**config.mk**
```make
export PLATFORM = sky130hd
export DESIGN_NAME = top
export DESIGN_NICKNAME = d
export VERILOG_FILES = /design/src/rtl/top.sv
export SDC_FILE = /design/constraint.sdc
export NUM_CORES = 1
export LEC_CHECK = 0
export BUFFER_PORTS_ARGS = -buffer_cell sky130_fd_sc_hd__buf_2
export CORE_UTILIZATION = 50
export CTS_CLUSTER_SIZE = 8
export DETAILED_ROUTE_END_ITERATION = 12
export GPL_TIMING_DRIVEN = 0
export PLACE_DENSITY = 0.72
export SYNTH_ARGS = -nofsm -noshare
export SYNTH_HDL_FRONTEND = slang
export SYNTH_SLANG_ARGS = --single-unit
```
**constraint.sdc**
```tcl
create_clock -name clk -period 4.3 [get_ports clk]
set_input_delay 0.215 -clock clk [delete_from_list [all_inputs] [get_ports clk]]
set_output_delay 0.215 -clock clk [all_outputs]
set_load 0.02 [all_outputs]
```
**src/rtl/top.sv**
```systemverilog
// top: sequential radix-4 Booth multiplier, 8b signed x 4b signed, one result every 4 cycles
//   clk           rising-edge clock
//   rst           synchronous active-high reset
//   multiplicand  signed operand A (8b), sampled on the LOAD edge
//   multiplier    signed operand B (4b), sampled on the LOAD edge
//   product       registered P[7:0] of A*B, updated on the DONE edge
//   cout          registered P[8] of A*B, updated on the DONE edge
module top (
  input  logic       clk,
  input  logic       rst,
  input  logic [7:0] multiplicand,
  input  logic [3:0] multiplier,
  output logic [7:0] product,
  output logic       cout
);
  typedef enum logic [1:0] {LOAD, STEP0, STEP1, DONE} state_t;
  state_t state, state_nx;
  logic [11:0] a, acc, pp;
  logic [4:0] q;
  logic is_load, is_step, is_done;
  always_ff @(posedge clk)
    state <= rst ? LOAD : state_nx;
  always_comb
    state_nx = state == LOAD ? STEP0 : state == STEP0 ? STEP1 : state == STEP1 ? DONE : LOAD;
  // a is kept 12 bits wide so that 2A and the shifted 4A of multiplicand = -128 stay exact
  always_comb begin
    is_load = state == LOAD;
    is_step = state == STEP0 || state == STEP1;
    is_done = state == DONE;
    pp = q[2:0] == 3'b001 || q[2:0] == 3'b010 ? a :
         q[2:0] == 3'b011 ? a << 1 :
         q[2:0] == 3'b100 ? -(a << 1) :
         q[2:0] == 3'b101 || q[2:0] == 3'b110 ? -a : '0;
  end
  always_ff @(posedge clk)
    if (rst) begin
      a <= '0;
      q <= '0;
      acc <= '0;
      product <= '0;
      cout <= 1'b0;
    end else begin
      if (is_load) begin
        a <= {{4{multiplicand[7]}}, multiplicand};
        q <= {multiplier, 1'b0};
        acc <= '0;
      end
      if (is_step) begin
        acc <= acc + pp;
        a <= a << 2;
        q <= {{2{q[4]}}, q[4:2]};
      end
      if (is_done) begin
        product <= acc[7:0];
        cout <= acc[8];
      end
    end
endmodule

```
## After elaboration in Yosys (flattened, before gate mapping)

Cells that the tools add are included.

| storage, ports and cells | value |
|---|---|
| register bits | 40 |
| input port bits | 14 |
| output and inout bits | 9 |
| logic and storage cells | 43 |

| operators by class | value |
|---|---|
| add/sub/neg operators | 3 |
| eq/ne operators | 9 |
| multiplexer cells | 13 |
| bitwise gates (word level) | 1 |
| reduce and logical (&&, ||, !) cells | 8 |

Operators with widths:

| operator | number |
|---|---|
| 2-to-1 mux 12 bit | 8 |
| negator 12 bit | 2 |
| adder 12 bit | 1 |
| == test 3 bit (second input constant) | 3 |
| 2-to-1 mux 4 bit | 2 |
| == test 3 x 2 -> 1 bit (second input constant) | 2 |
| == test 2 bit (second input constant) | 2 |
| 2-to-1 mux 2 bit | 2 |
| OR reduction 2 bit | 2 |
| == test 3 x 1 -> 1 bit (second input constant) | 1 |
| logical OR 1 bit | 3 |
| == test 2 x 1 -> 1 bit (second input constant) | 1 |
| zero test 2 bit | 1 |
| AND reduction 2 bit | 1 |
| nonzero test 2 bit | 1 |
| 2-to-1 mux 1 bit | 1 |
| NOT 1 bit | 1 |

## Longest topological paths before layout

| logic depth | value |
|---|---|
| word-level depth | 8 |
| depth in mapped cells | 16 |
| mapped depth without buffers | 14 |

## Worst setup path after synthesis

Ideal clock, no wire load.

| timing path | value |
|---|---|
| path type | register to register |
| start | reg a[1] |
| end | reg acc[8] |
| library setup time | 0.128 ns |
| arrival | 2.709 ns |
| data required time | 4.172 ns |
| slack | 1.463 ns |
| stages on the path, launching flop included | 16 |
| buffers on the path | 2 |
| clock period less this slack | 2.837 ns |
| cell sequence | dfxtp_1 -> clkbuf_1 -> inv_1 -> ha_1 -> clkbuf_1 -> nor3_1 -> a211oi_1 -> a21oi_1 -> a221o_1 -> ha_1 -> a21oi_1 -> a21oi_1 -> o211ai_1 -> a21o_1 -> a21oi_1 -> nand4bb_1 |

| on the way | value |
|---|---|
| cells in the longest elaborated chain, start to end | 7 |
| elaborated cells on any way between the ends | 8 |
| those cells by class | 3 x add/sub; 5 x mux |

RTL lines:

| element | line | source |
|---|---|---|
| from (decl) | 18 | `logic [11:0] a, acc, pp;` |
| from (signal assigned) | 44 | `a <= {{4{multiplicand[7]}}, multiplicand};` |
| from (signal assigned) | 50 | `a <= a << 2;` |
| negator 12 bit | 33 | `q[2:0] == 3'b101 \|\| q[2:0] == 3'b110 ? -a : '0;` |
| 2-to-1 mux 12 bit | 33 |  |
| 2-to-1 mux 12 bit | 32 | `q[2:0] == 3'b100 ? -(a << 1) :` |
| 2-to-1 mux 12 bit | 31 | `q[2:0] == 3'b011 ? a << 1 :` |
| 2-to-1 mux 12 bit (*) | 30 | `pp = q[2:0] == 3'b001 \|\| q[2:0] == 3'b010 ? a :` |
| adder 12 bit (*) | 49 | `acc <= acc + pp;` |
| 2-to-1 mux 12 bit (*) | 48 | `if (is_step) begin` |
| to (signal assigned) | 49 |  |
| to (decl) | 18 |  |

Every way passes the cells marked *; elsewhere a longest branch is shown, timed or not.
A chain may end at the register's enable or synchronous reset.

## Worst setup path after layout

| timing path | value |
|---|---|
| start | reg a[1] |
| end | reg acc[7] |

The elaborated chain is that of the path after synthesis.

==> key figures <==
Outcome
  • Outcome: finished, final reports clean

Synth
  • Yosys top cell area share: 31.3%
  • Largest family of logic cells by synthesized area: compound AO/OA/AOI/OAI gates
  • Synth area leader: dfxtp_1
  • Synth cell types: 45
  • Commonest cells in the synthesized netlist: a21oi_1, nor2_1, dfxtp_1
  • Yosys Warn Count: 0
  • Largest cells by area after synthesis: dfxtp_1, a21oi_1, ha_1, nor2_1, nand2_1
  • Avg Inst Size Synth: 7.82 um^2
  • Synth Area in Simple Gates: 21.9%
  • Post-Synthesis Cells: 278
  • Sequential area share after synthesis: 31.3%
  • #FFs+latches synth: 34
  • Xor and xnor area share after synthesis: 4.84%
  • Async S/R FF share, synth: 0%
  • Synthesized Nets: 307
  • Cell with the most instances after synthesis: a21oi_1
  • EDFF count, synth: 0
  • Fraction of the mapped netlist area in compound gates: 24.1%
  • Commonest register cell after synthesis: dfxtp_1
  • Synthesized cell area: 0.00217 mm^2
  • Synth Area in Adders: 8.98%
  • Post-synthesis mux area share: 2.76%

STA
  • Slew Limit Headroom: 58.4%
  • Total negative slack: 0 ps
  • Final Cycle Share: 77.1%
  • Final setup viols: 0
  • Worst-Margin Slew: 609 ps
  • Min Tclk post-route: 3320 ps
  • Maximum clock rate: 302 MHz
  • Final Hold Viols: 0
  • Max Clock Skew: 6.66 ps
  • Final Max Slew Viols: 0
  • Setup repair after global routing missed its margin: no

Setup path
  • Setup crit start kind: flop
  • Crit path cell chain: clkbuf_1 -> inv_1 -> ha_1 -> clkbuf_1 -> xnor2_1 -> a221oi_1 -> nor2_1 -> ha_1 -> a21oi_1 -> o21bai_1 -> a2111oi_0 -> or3_1 -> o211ai_1
  • Critical Path Slowest Stage Cell: a2111oi_0
  • Crit path DAT: 3470 ps
  • Setup crit end kind: flop
  • Max incr delay on CP: 610 ps
  • Critical Path RT: 4460 ps
  • Critical path class: flop to flop
  • CP Max Fanout: 8

Place
  • Placed cell count: 349
  • Post-DP HPWL: 3730 um
  • DP Area: 0.00234 mm^2
  • I/O Buffers: 21
  • GPL Wtd Cong: 0.897

Hold path
  • Worst Hold Class: input pin to flop

Power
  • Worst vdd ir: 0.000193 V
  • Tot Pwr: 851 uW
  • LEAKAGE: 1.01 nW
  • Pwr/cell area: 352 mW/mm^2

CTS
  • TritonCTS clock tree: done
  • CTS buffer count: 5
  • Maximum clock path buffer count: 2
  • CTS H-tree depth: 2
  • Number of buffers inserted by hold repair at cts: 0
  • Post-CTS setup buffers: 0
  • Cell at the root of the clock tree: clkbuf_8
  • # clock sinks: 34
  • Post-cts resize count: 0
  • Clock transition at path regs: 70 ps
  • Clock Latency Late Sink: 290 ps

Finish
  • Final instance area: 0.00242 mm^2
  • Fillers: 410
  • Layout Nets: 335
  • Inserted Diodes: 0
  • Final non-filler cell total: 356
  • Layout cells sized above 1: 11.4%
  • Area growth syn-to-layout: 11.4%

Floorplanning
  • # IOs: 23
  • Core area: 0.00409 mm^2
  • DIE WIDTH: 67.9 um
  • Die area: 0.00461 mm^2
  • Initial Util: 53.2%
  • Die H: 67.9 um
  • Number of cell rows: 23

Detailed routing
  • DR WL/cell: 14.4 um
  • Detailed Routing Iterations Pass 1: 8
  • Post-route DRC: 0
  • Vias per Instance: 5.65
  • Via count: 2011
  • Detailed-route wire length: 5130 um
  • Antenna Nets Post-Route: 0
  • DRT iter0 DRCs: 105

Run
  • Maxcap violations: 0

GRT
  • Number of global-route vias before repair: 1896
  • Initial antenna violation count: 0
  • Total track usage: 25.1%
  • Gr ovfl total: 0
  • Largest net degree at the start of global routing: 11
  • First-pass GRT wire length: 8660 um
worst max-delay path, delay by kind of cell, from the launching register on:
| kind | cells | cell delay (ps) |
|---|---|---|
| AOI/OAI and AO/OA | 5 | 1260 |
| buffers and inverters | 3 | 630 |
| adders and majority gates | 2 | 510 |
| DFF | 1 | 310 |
| and+or+nand+nor | 2 | 310 |
| xor gates and xnor gates | 1 | 170 |
registers in the layout (all words and copies together), names as in the netlist:
register  flops
acc           9
q             5
product       8
a             9
state         2
cout          1
cell type report:
type	count	area [um^2]	area share, %
repair buffers	21	105	4.34
flip-flops and latches	34	681	28.1
multi-input cells	212	1360	56.1
well taps	50	62.6	2.58
inverters	9	33.8	1.40
plain buffers	23	100	4.13
clock buffers	6	72.6	3.00
clock inverters	1	7.51	0.310
cell families (layout without fill, tap and decap cells):
| group | Yosys count | after routing |
|---|---|---|
| multiplexers | 6 | 6 |
| buffers and inverters | 32 | 60 |
| AO/OA/AOI/OAI | 81 | 81 |
| adder cells (fa/ha/maj) | 15 | 15 |
| XOR/XNOR | 12 | 12 |
| AND/OR/NAND/NOR | 98 | 98 |
| flip-flops | 34 | 34 |
metal layers:
metal  vias up  share of wire (%)  routed length (um)  GRT usage, %
li1       1036                  -                   -             -
met1       913                 46                2350          31.5
met2        55                 48                2480          42.5
met3         7                4.4                 225          5.17
met4         0                1.3                  67          7.55
met5         -                  0                   0             0
worst paths after layout:
kind                                         startpoint                      end  slack [ps]  cells past startpoint
worst max-delay path                  a[1]$_SDFFE_PP0P_      acc[7]$_SDFFE_PP0P_         980                     13
worst min-delay path                      multiplier[3]        q[4]$_SDFFE_PP0P_         180                      3
worst max register to register        a[1]$_SDFFE_PP0P_      acc[7]$_SDFFE_PP0P_         980                     13
worst min register to register  product[6]$_SDFFE_PP0N_  product[6]$_SDFFE_PP0N_         470                      2
metrics by stage:
stage	worst slack, ps	hold slack (ps)	util (%)
final	983	176	59.2
after global routing	646	183	59.2
after CTS	979	168	59.2
after detailed placement	1020	458	57.3
after global placement	1090	453	57.3
after floorplan	1460	362	-
power breakdown:
group          switching, mW  internal (mW)
Combinational          0.164          0.109
Clock                  0.120          0.111
Sequential            0.0127          0.334
cells in the final DEF, fill, tap and decap left out, types with 2 or more instances in the layout:
master,instances
nor3_1,5
buf_2,23
o22ai_1,2
xor2_1,5
ha_1,14
nor2_1,35
clkbuf_8,5
a211oi_1,4
dfxtp_1,34
a22oi_1,6
a31oi_1,2
a21oi_1,38
nand2_1,28
clkbuf_1,19
inv_1,9
a221o_1,2
xnor2_1,7
nand2b_1,11
o211ai_1,2
a221oi_1,6
nand3_1,3
nor2b_1,5
mux2i_1,6
o21ai_0,6
a21o_1,4
a32oi_1,2
or3_1,3
Note: power is estimated with default switching activity, not from simulation.
